--- config.mk ---
export PLATFORM = sky130hd
export DESIGN_NAME = clk_rst_ctrl
export DESIGN_NICKNAME = d
export VERILOG_FILES = /design/src/rtl/clk_rst_pkg.sv /design/src/rtl/clk_rst_ctrl_div.sv /design/src/rtl/clk_rst_ctrl.sv
export SDC_FILE = /design/constraint.sdc
export NUM_CORES = 1
export LEC_CHECK = 0
export BUFFER_PORTS_ARGS = -buffer_cell sky130_fd_sc_hd__buf_2
export CAP_MARGIN = 20
export CORE_UTILIZATION = 50
export DETAILED_ROUTE_END_ITERATION = 8
export PLACE_DENSITY = 0.69
export SLEW_MARGIN = 40
export SYNTH_ARGS = -nofsm -noshare
export SYNTH_HDL_FRONTEND = slang
export SYNTH_HIERARCHICAL = 1
export SYNTH_SLANG_ARGS = --single-unit
export TNS_END_PERCENT = 10
--- constraint.sdc ---
create_clock -name clk -period 7.74 [get_ports clk]
set_clock_uncertainty 0.2 [all_clocks]
set_input_delay 0.774 -clock clk [delete_from_list [all_inputs] [get_ports clk]]
set_output_delay 0.774 -clock clk [all_outputs]
set_load 0.03 [all_outputs]
--- src/rtl/clk_rst_pkg.sv ---
// Shared types and width helpers for the clock/reset controller.
package clk_rst_pkg;

    // Reset sequencing states: all channels held, staggered release, running.
    typedef enum logic [1:0] {
        ST_HOLD    = 2'd0,
        ST_RELEASE = 2'd1,
        ST_RUN     = 2'd2
    } state_t;

    // Depth of the resetn deassertion synchroniser.
    localparam int SYNC_STAGES = 2;

    // Bits needed to index n items; never below 1 so single-channel builds keep a real port.
    function automatic int idx_w(input int n);
        return (n < 2) ? 1 : $clog2(n);
    endfunction

    // Bits needed to hold values 0..max_val; never below 1.
    function automatic int cnt_w(input int max_val);
        return (max_val < 2) ? 1 : $clog2(max_val + 1);
    endfunction

endpackage

--- src/rtl/clk_rst_ctrl_div.sv ---
// One clock-enable channel: free-running divider with a pending/active divisor pair.
// The active divisor only changes when the counter wraps, so the ce spacing
// never shows a shortened or stretched period.
module clk_en_div
    import clk_rst_pkg::*;
#(
    parameter int DIV_W    = 16,
    parameter int DIV_INIT = 16
) (
    input  logic             clk,
    input  logic             rst_n,
    input  logic             run,
    input  logic             we,
    input  logic [DIV_W-1:0] wdata,
    output logic             ce
);

    localparam logic [DIV_W-1:0] DIV_RST = DIV_W'(DIV_INIT);
    localparam logic [DIV_W-1:0] ONE     = DIV_W'(1);
    localparam logic [DIV_W-1:0] TWO     = DIV_W'(2);

    logic [DIV_W-1:0] cnt;
    logic [DIV_W-1:0] act;
    logic [DIV_W-1:0] pend;
    logic [DIV_W-1:0] load_val;

    // A write landing on the wrap cycle is the last write before the wrap, so it bypasses pend.
    always_comb begin
        load_val = we ? wdata : pend;
        ce       = run && ((act < TWO) || (cnt == (act - ONE)));
    end

    // Counter, pending and active divisor; held at count 0 while the channel is in reset.
    always_ff @(posedge clk or negedge rst_n) begin
        if (!rst_n) begin
            cnt  <= '0;
            act  <= DIV_RST;
            pend <= DIV_RST;
        end else begin
            if (we) begin
                pend <= wdata;
            end
            if (!run) begin
                cnt <= '0;
                act <= load_val;
            end else if (ce) begin
                cnt <= '0;
                act <= load_val;
            end else begin
                cnt <= cnt + ONE;
            end
        end
    end

endmodule

--- src/rtl/clk_rst_ctrl.sv ---
// Clock/reset controller: synchronises resetn, sequences per-channel reset
// release (hold, then staggered release, then run) and drives one clock-enable
// divider per channel.
module clk_rst_ctrl
    import clk_rst_pkg::*;
#(
    parameter int N_CH     = 4,
    parameter int DIV_W    = 16,
    parameter int DIV_INIT = 16,
    parameter int RST_HOLD = 16,
    parameter int STAGGER  = 4,
    localparam int CH_W    = idx_w(N_CH)
) (
    input  logic             clk,
    input  logic             resetn,
    input  logic             cfg_we,
    input  logic [CH_W-1:0]  cfg_ch,
    input  logic [DIV_W-1:0] cfg_div,
    input  logic             soft_rst_req,
    output logic [N_CH-1:0]  ce,
    output logic [N_CH-1:0]  ch_rstn,
    output logic             ready
);

    localparam int HOLD_W = cnt_w(RST_HOLD);
    localparam int STAG_W = cnt_w(STAGGER);
    localparam logic [HOLD_W-1:0] HOLD_LAST = HOLD_W'(RST_HOLD - 1);
    localparam logic [STAG_W-1:0] STAG_LAST = STAG_W'((STAGGER > 0) ? STAGGER - 1 : 0);
    localparam logic [STAG_W-1:0] STAG_ONE  = STAG_W'(1);
    localparam logic [HOLD_W-1:0] HOLD_ONE  = HOLD_W'(1);
    localparam logic [N_CH-1:0]   REL_FIRST = N_CH'(1);
    localparam logic [N_CH-1:0]   REL_ALL   = '1;

    logic [SYNC_STAGES-1:0] sync_q;
    logic                   rst_n;

    state_t            state, state_nxt;
    logic [HOLD_W-1:0] hold_cnt, hold_nxt;
    logic [STAG_W-1:0] stag_cnt, stag_nxt;
    logic [N_CH-1:0]   rel, rel_nxt;
    logic [N_CH-1:0]   ch_we;

    // Reset synchroniser: assert immediately, release SYNC_STAGES clocks after resetn rises.
    always_ff @(posedge clk or negedge resetn) begin
        if (!resetn) begin
            sync_q <= '0;
        end else begin
            sync_q <= {sync_q[SYNC_STAGES-2:0], 1'b1};
        end
    end

    assign rst_n = sync_q[SYNC_STAGES-1];

    // Sequencer registers: state, hold/stagger counters and the release vector.
    always_ff @(posedge clk or negedge rst_n) begin
        if (!rst_n) begin
            state    <= ST_HOLD;
            hold_cnt <= '0;
            stag_cnt <= '0;
            rel      <= '0;
        end else begin
            state    <= state_nxt;
            hold_cnt <= hold_nxt;
            stag_cnt <= stag_nxt;
            rel      <= rel_nxt;
        end
    end

    // Next-state logic; a soft reset request always wins and restarts the hold window.
    always_comb begin
        state_nxt = state;
        hold_nxt  = hold_cnt;
        stag_nxt  = stag_cnt;
        rel_nxt   = rel;
        case (state)
            ST_HOLD: begin
                rel_nxt = '0;
                if (soft_rst_req) begin
                    hold_nxt = '0;
                end else if (hold_cnt == HOLD_LAST) begin
                    state_nxt = ST_RELEASE;
                    hold_nxt  = '0;
                    stag_nxt  = '0;
                    rel_nxt   = (STAGGER == 0) ? REL_ALL : REL_FIRST;
                end else begin
                    hold_nxt = hold_cnt + HOLD_ONE;
                end
            end
            ST_RELEASE: begin
                if (soft_rst_req) begin
                    state_nxt = ST_HOLD;
                    hold_nxt  = '0;
                    rel_nxt   = '0;
                end else if (rel == REL_ALL) begin
                    state_nxt = ST_RUN;
                end else if (stag_cnt == STAG_LAST) begin
                    stag_nxt = '0;
                    rel_nxt  = (rel << 1) | REL_FIRST;
                end else begin
                    stag_nxt = stag_cnt + STAG_ONE;
                end
            end
            ST_RUN: begin
                if (soft_rst_req) begin
                    state_nxt = ST_HOLD;
                    hold_nxt  = '0;
                    rel_nxt   = '0;
                end
            end
            default: begin
                state_nxt = ST_HOLD;
                hold_nxt  = '0;
                rel_nxt   = '0;
            end
        endcase
    end

    // Per-channel write decode; out-of-range indices match no channel.
    always_comb begin
        ch_we = '0;
        for (int i = 0; i < N_CH; i++) begin
            ch_we[i] = cfg_we && (32'(cfg_ch) == 32'(i));
        end
    end

    assign ch_rstn = rel;
    assign ready   = (state == ST_RUN);

    generate
        for (genvar g = 0; g < N_CH; g++) begin : g_ch
            clk_en_div #(
                .DIV_W    (DIV_W),
                .DIV_INIT (DIV_INIT)
            ) u_div (
                .clk   (clk),
                .rst_n (rst_n),
                .run   (rel[g]),
                .we    (ch_we[g]),
                .wdata (cfg_div),
                .ce    (ce[g])
            );
        end
    endgenerate

endmodule

# Yosys cells after proc, flatten, opt, wreduce, memory -nomap -nowiden
# Cells that the tools add are included.
[word_totals]
output_inout_bits = 9
word_cells = 118
ff_bits = 208
[classes]
eq_ne = 25
magnitude_cmp = 4
addsub = 10
n_reduce_logical = 19
muxes = 43
[op_table]
columns = ["cell", "count"]
rows = [
  ["$mux W16", 20],
  ["$add A16 B1 Y16 const B", 4],
  ["$eq A16 B16 Y1", 4],
  ["$lt A16 B2 Y1 const B", 4],
  ["$sub A16 B1 Y16 const B", 4],
  ["$mux W4", 4],
  ["$mux W3", 5],
  ["$mux W5", 3],
  ["$pmux W4 S3", 1],
  ["$mux W2", 5],
  ["$ne A2 B1 Y1 const B", 5],
  ["$ne A2 B2 Y1 const B", 5],
  ["$pmux W5 S2", 1],
  ["$ne A3 B3 Y1 const B", 3],
  ["$logic_and A1 B1 Y1", 8],
  ["$eq A2 B2 Y1 const B", 3],
  ["$pmux W2 S3", 1],
  ["$pmux W3 S2", 1],
  ["$add A5 B1 Y5 const B", 1],
  ["$eq A5 B4 Y1 const B", 1],
  ["$reduce_and A5 Y1", 1],
  ["$eq A2 B1 Y1 const B", 2],
  ["$eq A4 B4 Y1 const B", 1],
  ["$logic_not A2 Y1", 2],
  ["8 further kinds", 12],
]

# Depth between registers and ports, before layout
# Gate-level depths: netlist of run 1.
[logic_depth]
depth_word = 6
mapped_depth = 12
ltp_nobuf = 9

# Hierarchy
# Netlist of run 1, hierarchy kept.
[by_module_without_submodules]
columns = ["mod", "seq_area_each_um2", "cells_per_inst", "area_each_um2", "instances"]
rows = [
  ["clk_en_div", 1203.7, 233, 2636.3, 4],
  ["clk_rst_ctrl", 400.4, 95, 898.4, 1],
]

# Worst setup path before layout of run 1
# OpenSTA, ideal clock, no wires.
[synth_timing]
path_kind = "flip-flop to output port"
startpoint = "register g_ch[0].u_div.act[2]"
endpoint = "output port ce[0]"
arrival_time_ns = 3.239
path_stages_with_launch = 9
required_ns = 6.766
slack_ns = 3.527
path_cell_list = "dfrtp_1 > buf_2 > or4_1 > buf_2 > or4_4 > xnor2_1 > a311o_1 > or4_4 > a21boi_0"
[synth_via]
elab_chain_len = 4
elab_cells_between_ends = 5
cone_classes = "1 x add/sub; 1 x order compare; 1 x eq/ne; 2 x reduce/logical"
[synth_rtl]
columns = ["element", "line_no", "text"]
rows = [
  ["from (decl)", "clk_rst_ctrl_div.sv:23", "logic [DIV_W-1:0] act;"],
  ["from (signal assigned)", "clk_rst_ctrl_div.sv:45", "act <= load_val;"],
  ["from (signal assigned)", "clk_rst_ctrl_div.sv:48", "act <= load_val;"],
  ["$sub A16 B1 Y16", "clk_rst_ctrl_div.sv:30", "ce = run && ((act < TWO) || (cnt == (act - ONE)));"],
  ["$eq A16 B16 Y1", "clk_rst_ctrl_div.sv:30", ""],
  ["$logic_or A1 B1 Y1 (*)", "clk_rst_ctrl_div.sv:30", ""],
  ["$logic_and A1 B1 Y1 (*)", "clk_rst_ctrl_div.sv:30", ""],
  ["to (decl)", "clk_rst_ctrl.sv:20", "output logic [N_CH-1:0] ce,"],
]
# Mark *: on every way between the ends. The rest lies on a longest branch, timed or not.

# Worst setup path after layout of run 1
[layout_timing]
startpoint = "register g_ch[2].u_div.act[2]"
endpoint = "output port ce[2]"
[layout_via]
elab_chain_len = 4
elab_cells_between_ends = 5
cone_classes = "1 x add/sub; 1 x order compare; 1 x eq/ne; 2 x reduce/logical"
[layout_rtl]
columns = ["element", "line_no"]
rows = [
  ["from (decl)", "clk_rst_ctrl_div.sv:23"],
  ["from (signal assigned)", "clk_rst_ctrl_div.sv:45"],
  ["from (signal assigned)", "clk_rst_ctrl_div.sv:48"],
  ["$sub A16 B1 Y16", "clk_rst_ctrl_div.sv:30"],
  ["$eq A16 B16 Y1", "clk_rst_ctrl_div.sv:30"],
  ["$logic_or A1 B1 Y1 (*)", "clk_rst_ctrl_div.sv:30"],
  ["$logic_and A1 B1 Y1 (*)", "clk_rst_ctrl_div.sv:30"],
]
# Marked as above.

==> impl_metrics.py, run 1 <==
metrics = {
    "power_and_ir_drop": {
        "swShare": 0.2649,
        "powerDensity_mw_per_mm2": 236.3,
        "power.internal_mw": 2.162,
        "total_power_mw": 2.941,
        "clock_power_share": 0.383,
        "leakage_nw": 5.205,
        "power_frac_seq": 0.461,
        "power_frac_comb": 0.156,
        "p_sw_uw": 779.2,
        "ir_drop_uv": 154.3,
    },
    "job": {
        "maxCapViolCount": 0,
    },
    "place": {
        "port_buffers": 30,
        "place_area_mm2": 0.01164,
        "place_ws_ns": 3.639,
        "place_inst": 1283,
        "dp_hpwl_um": 16130,
        "place_congestion": 0.8728,
    },
    "yosys": {
        "synthDistinctLibCells": 61,
        "netlist.area_leader.share": 0.4373,
        "synth_edf_count": 0,
        "synthCells": 1027,
        "synth.most_common_cell": "dfrtp_1",
        "yosys_warnings": 6,
        "synth_area_per_cell_um2": 11.14,
        "ys_ff_latch": 208,
        "syn_nets": 1062,
        "syn_area_mm2": 0.01144,
        "yosysSeqAreaShare": 0.4557,
        "synth_largest_area_cell": "dfrtp_1",
        "synth_common_cells": "dfrtp_1 (200), nor2_1 (92), mux2_2 (76), xor2_1 (76), xnor2_1 (52)",
        "synth_area_leaders": "dfrtp_1 (44%), mux2_2 (7.5%), xor2_1 (5.8%), mux2_4 (5.2%), xnor2_1 (4.0%)",
        "async_flop_share": 1.000,
        "synthFlopType": "dfrtp_1",
    },
    "worst_setup_path": {
        "crit_type": "flop to output port",
        "end_kind": "output port",
        "path_cells": "or4_1 > or4_4 > xnor2_1 > a311o_1 > or4_4 > a21boi_0 > buf_2",
        "max_stage_delay_ns": 0.68,
        "critPathArrivalTime_ns": 3.65,
        "worst_path_most_repeated_cell": "or4_4",
        "startpoint_type": "flop",
        "path_max_fanout": 10,
        "slowest_stage": "or4_1",
        "crit_required_ns": 6.77,
    },
    "drt": {
        "drc": 0,
        "firstDrtPassIters": 5,
        "drtIter0Drc": 417,
        "antenna_left": 0,
        "wl_um": 23320,
        "viasPerCell": 5.826,
        "vias": 7719,
        "wire_per_inst_um": 17.60,
    },
    "floorplan": {
        "die_area_mm2": 0.02350,
        "core-area_mm2": 0.02216,
        "io_pins": 31,
        "die_h_um": 153.3,
        "start_util": 0.5164,
        "rows": 54,
        "die_w_um": 153.3,
    },
    "sta": {
        "setup_violations": 0,
        "hold_viol": 0,
        "hold-worst-slack_ns": 0.1181,
        "fin_crit_sh": 0.5973,
        "tns_ns": 0,
        "fmax_mhz": 216.3,
        "fin_crit_ns": 4.623,
        "rsz0062_at_grt": "false",
        "setup_slack_ns": 3.117,
        "tightest_slew_ns": 0.7673,
        "final-max-slew-violation-count": 0,
        "slew-limit-headroom": 0.4885,
    },
    "clock_network": {
        "cts_buffer_depth": 3,
        "cts_buffers": 23,
        "cts_resized": 0,
        "ctsRootBufferMaster": "clkbuf_16",
        "htree_levels": 1,
        "clk_pin_slew_worst_paths_ns": 0.06,
        "clkLatencyLatePin_ns": 0.51,
        "cts_sinks": 208,
        "tritoncts": "done",
    },
    "finish": {
        "area_growth_pct": 8.790,
        "layout-drive-gt1-share": 0.2287,
        "diodes": 0,
        "nNetsFinal": 1064,
        "final_util": 0.5618,
        "fin_area_mm2": 0.01245,
        "layoutNonFillerInstCount": 1325,
        "nFillCells": 1930,
    },
    "global_routing": {
        "grt_pass1_vias": 7594,
        "grt_usage": 0.2055,
        "grt-ovfl-total": 0,
        "antenna_found_initial": 0,
        "grt_first_pass_wirelength_um": 39340,
        "grt_start_max_net_pins": 130,
    },
    "outcome": {
        "outcome": "completed",
    },
    "min_path": {
        "min_path_type": "flop to async pin",
    },
}
## placed cells by master (no fill, tap or decap), drive strengths merged, types with 5 or more instances in the layout
cell type and count:
nor4 24, o21ai 23, nand3 40, or2 12, a2111oi 5, and4b 8, clkbuf 36, nand2 37
nor2 92, o21bai 5, and3 18, inv 28, nand2b 9, or4 20, buf 34, dfrtp 200
mux2 128, nor4b 12, dfstp 8, and2 5, xor2 76, nand4 25, nor3 26, xnor2 52
or3 12, a21oi 16, o221ai 8, ha 13, nor3b 7
## worst max-delay path, delay by kind of cell, from the launching register on
kind	cells	cell delay, ns
flops	1	0.47
xor+xnor	1	0.14
simple gates	3	1.67
buf+inv	1	0.25
compound gates	2	0.61
## cell families after synthesis
kind of cell,after synthesis,share of synthesized area
flops,208,0.4557
mux,132,0.1426
fa+ha+maj,13,0.01421
buf+inv,86,0.04111
xor+xnor,128,0.09797
simple gates,362,0.1836
compound gates,97,0.06451
other cells,1,0.0003277
## state kept, by name, summed over array words and instances, names as in the netlist
| signal | count |
|---|---|
| ch_rstn | 4 |
| g_ch.u_div/act | 64 |
| g_ch.u_div/cnt | 64 |
| g_ch.u_div/pend | 64 |
| hold_cnt | 5 |
| stag_cnt | 3 |
| state | 2 |
| sync_q | 2 |
## routing by layer
layer	up-vias	wire [µm]	global-route usage
li1	3671	-	-
met1	3869	11410	0.2947
met3	47	749	0.02864
met5	-	0	0
met4	0	619	0.06013
met2	132	10540	0.3240
## worst paths after layout
kind	start	endpoint	slack [ns]	cells past startpoint
worst max-delay path	g_ch[2].u_div/act[2]	ce[2]	3.12	7
worst min-delay path	sync_q[1]	g_ch[2].u_div/act[11]	0.12	0
worst max register to register	g_ch[3].u_div/act[2]	g_ch[3].u_div/act[14]	3.97	7
worst min register to register	sync_q[1]	g_ch[2].u_div/act[11]	0.12	0
max in group asynchronous	sync_q[1]	g_ch[3].u_div/act[6]	6.18	1
min in group clk	sync_q[0]	sync_q[1]	0.16	0
## final cells by class
type	instances	area, µm²	area share
repair buffers	35	215.2	0.01729
clock inverters	5	81.33	0.006533
multi-input cells	733	5764	0.4630
inverters	28	105.1	0.008442
clock buffers	36	714.4	0.05739
flip-flops and latches	208	5219	0.4192
well taps	280	350.3	0.02814
## power by group through the flow
stage	registers (mW)	clock network [mW]	logic, mW
floorplan	1.33	0	0.384
global placement	1.37	0	0.446
detailed placement	1.37	0	0.457
CTS	1.35	1.16	0.460
global route	1.38	1.19	0.508
finish	1.35	1.13	0.459
## repair_timing
action | CTS | global route
hold buffers | 1 | 0
endpoints found under the hold margin | 2 | 0
setup buffers | 0 | 0
No activity file was read; power rests on OpenSTA's default activity.
==> run 2, diff against run 1 <==
ABC_AREA = 1   (was not set)
clock period = 4.7 ns   (was 7.74 ns; I/O delays follow)
==> run 2 against run 1 <==
Effect of this change: cell area increased by 6.9%; worst setup slack got worse by 2.1 ns; via count increased by 22%; wire length increased by 9.7%; synthesized cell count increased by 46%; clock power increased by 73%.
==> impl_metrics.py, run 2 <==
metrics = {
    "yosys": {
        "synth_area_leaders": "dfrtp_1 (41%), nand2_1 (14%), mux2_2 (5.9%), nor2_1 (5.3%), inv_1 (4.4%)",
        "synthCells": 1496,
        "synth_largest_area_cell": "dfrtp_1",
        "netlist.area_leader.share": 0.4129,
        "syn_area_mm2": 0.01212,
        "synthDistinctLibCells": 36,
        "synth_edf_count": 0,
        "async_flop_share": 1.000,
        "yosysSeqAreaShare": 0.4303,
        "ys_ff_latch": 208,
        "synth_area_per_cell_um2": 8.102,
        "syn_nets": 1531,
        "synth.most_common_cell": "nand2_1",
        "yosys_warnings": 6,
        "synth_common_cells": "nand2_1 (457), dfrtp_1 (200), nor2_1 (171), inv_1 (142), nand3_1 (95)",
        "synthFlopType": "dfrtp_1",
    },
    "clock_network": {
        "htree_levels": 1,
        "cts_buffers": 23,
        "cts_buffer_depth": 3,
        "post_cts_buffers": 0,
        "clkLatencyLatePin_ns": 0.51,
        "tritoncts": "done",
        "clk_pin_slew_worst_paths_ns": 0.06,
        "ctsRootBufferMaster": "clkbuf_16",
        "cts_sinks": 208,
    },
    "worst_setup_path": {
        "rr_worst_depth": 14,
        "startpoint_type": "flop",
        "end_kind": "output port",
        "critPathArrivalTime_ns": 3.00,
        "crit_type": "flop to output port",
        "path_max_fanout": 18,
        "crit_required_ns": 4.03,
    },
    "global_routing": {
        "grt_first_pass_wirelength_um": 42990,
        "grt_usage": 0.2120,
        "grt_pass1_vias": 8917,
        "antenna_found_initial": 0,
        "grt-ovfl-total": 0,
        "grt_start_max_net_pins": 79,
    },
    "drt": {
        "drc": 0,
        "vias": 9442,
        "firstDrtPassIters": 5,
        "wire_per_inst_um": 13.80,
        "wl_um": 25580,
        "antenna_left": 0,
        "drtIter0Drc": 497,
        "viasPerCell": 5.096,
    },
    "place": {
        "dp_hpwl_um": 18300,
        "place_area_mm2": 0.01247,
        "port_buffers": 30,
        "place_congestion": 0.8936,
    },
    "sta": {
        "hold-worst-slack_ns": 0.07408,
        "tns_ns": 0,
        "fin_crit_sh": 0.7806,
        "hold_viol": 0,
        "fin_crit_ns": 3.669,
        "final-max-slew-violation-count": 0,
        "fmax_mhz": 272.6,
        "slew-limit-headroom": 0.4150,
        "setup_violations": 0,
        "rsz0062_at_grt": "false",
        "tightest_slew_ns": 0.8774,
    },
    "power_and_ir_drop": {
        "clock_power_share": 0.328,
        "power_frac_comb": 0.263,
        "power_frac_seq": 0.410,
        "p_sw_mw": 2.037,
        "powerDensity_mw_per_mm2": 450.5,
        "total_power_mw": 5.998,
        "ir_drop_uv": 352.8,
        "swShare": 0.3397,
        "leakage_nw": 6.249,
        "power.internal_mw": 3.960,
    },
    "floorplan": {
        "die_h_um": 157.7,
        "start_util": 0.5133,
        "core-area_mm2": 0.02361,
        "io_pins": 31,
        "die_area_mm2": 0.02487,
        "die_w_um": 157.7,
        "rows": 56,
    },
    "finish": {
        "final_common_cell": "nand2_1",
        "most-common-layout-cells": "nand2_1 (457), dfrtp_1 (199), nor2_1 (171)",
        "fin_area_mm2": 0.01331,
        "final_util": 0.5638,
        "nFillCells": 2144,
        "layout-drive-gt1-share": 0.1493,
        "reg_top3": "g_ch.u_div/act: 64 flops, g_ch.u_div/cnt: 64 flops, g_ch.u_div/pend: 64 flops",
        "diodes": 0,
        "area_growth_pct": 9.838,
        "nNetsFinal": 1553,
    },
    "outcome": {
        "outcome": "completed",
    },
    "min_path": {
        "min_path_type": "input pin to async pin",
    },
    "job": {
        "maxCapViolCount": 0,
    },
}
[run 2: cell types whose count changed in the layout (fill, tap and decap cells not counted), moves of 20 or more]
cell	before	now
mux2_4	40	0
nand4_1	24	72
nand3_1	36	95
xnor2_1	52	32
nor2_1	92	171
nand2_1	37	457
xor2_1	76	49
inv_1	28	142
[run 2: worst max-delay path, stage by stage, from the launching register on]
cell and delay (ns):
dfrtp_1 0.40, inv_1 0.16, ha_1 0.31, nand2_4 0.12, nor2_4 0.12, nand2_1 0.06
nand2_1 0.06, nand2_1 0.05, inv_1 0.05, nand3_1 0.07, nor2_2 0.11, nand3_2 0.36
a21boi_0 0.36, buf_2 0.25
[run 2: power by group through the flow]
| stage | sequential [mW] | combinational (mW) | clock, mW |
|---|---|---|---|
| after floorplan | 2.38 | 1.37 | 0 |
| after CTS | 2.45 | 1.59 | 2.01 |
| final | 2.46 | 1.58 | 1.96 |
| after global placement | 2.47 | 1.54 | 0 |
| after global routing | 2.50 | 1.80 | 2.07 |
| after detailed placement | 2.48 | 1.58 | 0 |
[run 2: final cells by class]
type / instances / area, µm² / share of cell area
clock inverters: 10 / 180.2 / 0.01353
well taps: 319 / 399.1 / 0.02998
inverters: 147 / 551.8 / 0.04145
flip-flops and latches: 208 / 5219 / 0.3920
repair buffers: 41 / 247.7 / 0.01861
multi-input cells: 1097 / 6060 / 0.4552
clock buffers: 31 / 655.6 / 0.04925
[run 2: timing repair]
action,in CTS,in global routing
hold buffers,1,0
endpoints found under the hold margin,2,0
gates resized for setup,0,0
[run 2: worst paths after layout]
path | startpoint | to | slack [ns]
max | g_ch[2].u_div/act[0] | ce[2] | 1.03
min | resetn | sync_q[1] | 0.07
max reg2reg | g_ch[2].u_div/act[0] | g_ch[2].u_div/act[0] | 1.91
min reg2reg | sync_q[1] | g_ch[0].u_div/pend[0] | 0.15
max in group asynchronous | sync_q[1] | g_ch[2].u_div/pend[4] | 3.15
min in group clk | cfg_div[7] | g_ch[2].u_div/pend[7] | 0.11
[run 2: cells by family (layout without fill, tap and decap cells)]
kind of cell             Yosys count  count (layout)  share of synthesized area
AND/OR/NAND/NOR                  901             901                     0.3496
AO/OA/AOI/OAI                     37              37                    0.01641
adder cells (fa/ha/maj)           13              13                    0.01342
flip-flops                       208             208                     0.4303
buffers and inverters            191             229                    0.07195
multiplexers                      64              64                    0.05946
other                              1               1                  0.0003094
XOR/XNOR                          81              81                    0.05853
[run 2: routing by layer]
layer / track usage / part of all wire
met1: 0.2982 / 0.48
met2: 0.3472 / 0.47
met3: 0.02765 / 0.033
met4: 0.04808 / 0.019
met5: 0 / 0
[run 2: per-stage QoR]
stage / instances / setup slack, ns
4_1_cts: 1853 / 1.009
6_report: 1853 / 1.031
3_5_place_dp: 1811 / 1.555
3_3_place_gp: 1811 / 1.629
5_1_grt: 1853 / 0.8053
2_1_floorplan: 1496 / 1.083
==> run 3, diff against run 2 <==
PLACE_DENSITY = 0.72   (was 0.69)
clock period = 3.35 ns   (was 4.7 ns; I/O delays follow)
==> run 3 against run 2 <==
Effect of this change: the flow now finishes with violations (hold timing); largest power group unchanged; total power rose by 40%; clock power rose by 38%; sequential share of layout area fell by 0.55 points; combinational power rose by 42%; die area did not move; critical path type unchanged.
==> impl_metrics.py, run 3 (synthesis gave the netlist of run 2 again) <==
metrics = {
    "floorplan": {
        "die_h_um": 157.7,
        "io_pins": 31,
        "rows": 56,
        "die_area_mm2": 0.02487,
        "start_util": 0.5133,
        "die_w_um": 157.7,
        "core-area_mm2": 0.02361,
    },
    "global_routing": {
        "grt-ovfl-total": 0,
        "grt_usage": 0.2231,
        "grt_start_max_net_pins": 95,
        "antenna_found_initial": 0,
        "grt_pass1_vias": 9306,
        "grt_first_pass_wirelength_um": 45130,
    },
    "worst_setup_path": {
        "critPathArrivalTime_ns": 2.63,
        "end_kind": "output port",
        "crit_required_ns": 2.81,
        "startpoint_type": "flop",
        "crit_type": "flop to output port",
        "path_max_fanout": 3,
        "rr_worst_depth": 14,
    },
    "finish": {
        "fin_area_mm2": 0.01350,
        "final_common_cell": "nand2_1",
        "layout-drive-gt1-share": 0.1567,
        "reg_top3": "g_ch.u_div/act: 64 flops, g_ch.u_div/cnt: 64 flops, g_ch.u_div/pend: 64 flops",
        "nFillCells": 2087,
        "multiInputGateArea_mm2": 0.006071,
        "diodes": 0,
        "most-common-layout-cells": "nand2_1 (457), dfrtp_1 (199), nor2_1 (171)",
        "nNetsFinal": 1575,
        "area_growth_pct": 11.41,
        "seqCellArea_mm2": 0.005219,
    },
    "place": {
        "place_congestion": 0.8608,
        "dp_hpwl_um": 18860,
        "port_buffers": 30,
        "place_area_mm2": 0.01252,
    },
    "drt": {
        "antenna_left": 0,
        "drc": 0,
        "viasPerCell": 5.163,
        "vias": 9686,
        "drtIter0Drc": 664,
        "wl_um": 26510,
        "wire_per_inst_um": 14.13,
        "firstDrtPassIters": 5,
    },
    "outcome": {
        "violations": "hold timing",
        "outcome": "complete, but fails checks",
    },
    "sta": {
        "tns_ns": 0,
        "slew-limit-headroom": 0.4139,
        "fmax_mhz": 316.0,
        "hold-worst-slack_ns": -0.004252,
        "fin_crit_ns": 3.165,
        "rsz0062_at_grt": "false",
        "fin_crit_sh": 0.9446,
        "hold_viol": 1,
        "final-max-slew-violation-count": 0,
        "setup_violations": 0,
        "tightest_slew_ns": 0.8792,
    },
    "clock_network": {
        "ctsRootBufferMaster": "clkbuf_16",
        "htree_levels": 1,
        "post_cts_buffers": 0,
        "cts_buffer_depth": 3,
        "clk_pin_slew_worst_paths_ns": 0.07,
        "tritoncts": "done",
        "clkLatencyLatePin_ns": 0.51,
        "cts_sinks": 208,
        "cts_buffers": 23,
    },
    "power_and_ir_drop": {
        "powerDensity_mw_per_mm2": 623.4,
        "ir_drop_uv": 376.6,
        "leakage_nw": 6.321,
    },
    "job": {
        "maxCapViolCount": 0,
    },
    "min_path": {
        "worstHoldPathCells": 2,
        "min_path_type": "input pin to flop",
    },
}
run 3: changes by cell type in the layout (fill, tap and decap cells not counted), moves of 3 or more:
| cell | before | now |
|---|---|---|
| buf_4 | 9 | 18 |
| ha_2 | 0 | 4 |
| inv_6 | 0 | 3 |
| clkbuf_8 | 5 | 1 |
| ha_1 | 13 | 9 |
| dlygate4sd3_1 | 1 | 15 |
| clkinv_4 | 0 | 4 |
run 3: layout make-up:
cell class | instances | area share
clock buffers | 25 | 0.04392
clock inverters | 17 | 0.01622
inverters | 147 | 0.04086
multi-input cells | 1097 | 0.4496
flip-flops and latches | 208 | 0.3865
well taps | 319 | 0.02956
repair buffers | 63 | 0.03336
run 3: per-stage QoR:
stage | cells | hold slack [ns] | utilization | worst slack (ns) | power [mW]
6_report | 1876 | -0.004252 | 0.5719 | 0.1854 | 8.418
5_1_grt | 1876 | 0.01825 | 0.5719 | 0.01476 | 8.949
4_1_cts | 1876 | 0.006584 | 0.5710 | 0.04188 | 8.464
3_5_place_dp | 1819 | -0.07613 | 0.5303 | 0.5992 | 5.724
3_3_place_gp | 1819 | -0.07764 | 0.5303 | 0.6205 | 5.639
2_1_floorplan | 1496 | -0.1606 | - | 0.5433 | 5.261
run 3: repair_timing:
action	CTS	global route
hold endpoints to repair	43	0
gates resized for setup	0	8
endpoints found under the setup margin	0	4
hold buffers	15	0
run 3: report_power, final:
part / leakage [nW] / internal, mW / switching, mW
Sequential: 2.61 / 2.95 / 0.516
Clock: 0.391 / 1.61 / 1.09
Combinational: 3.32 / 0.878 / 1.37
run 3: final timing paths:
check	from	to	slack (ns)
min in group asynchronous	sync_q[1]	g_ch[0].u_div/act[0]	0.15
setup reg to reg	g_ch[2].u_div/act[0]	g_ch[2].u_div/act[6]	0.70
hold / removal	cfg_div[7]	g_ch[3].u_div/pend[7]	-0.004
hold reg to reg	sync_q[1]	g_ch[0].u_div/act[0]	0.15
setup / recovery	g_ch[2].u_div/act[1]	ce[2]	0.19
max in group asynchronous	sync_q[1]	g_ch[2].u_div/act[4]	1.88
run 3: per-layer routing:
layer  part of all wire  global-route usage
met5                  0                   0
met4              0.029             0.06981
met3              0.033             0.02573
met2               0.48              0.3686
met1               0.46              0.3060
run 3: worst max-delay path: stages, from the launching register on:
cell and delay, ns:
dfrtp_1 0.47, inv_1 0.09, ha_2 0.34, xor2_1 0.14
o21ai_0 0.11, nor2_1 0.15, nand2_1 0.08, nor3_2 0.12
nand3_2 0.11, a21boi_0 0.28, buf_4 0.23
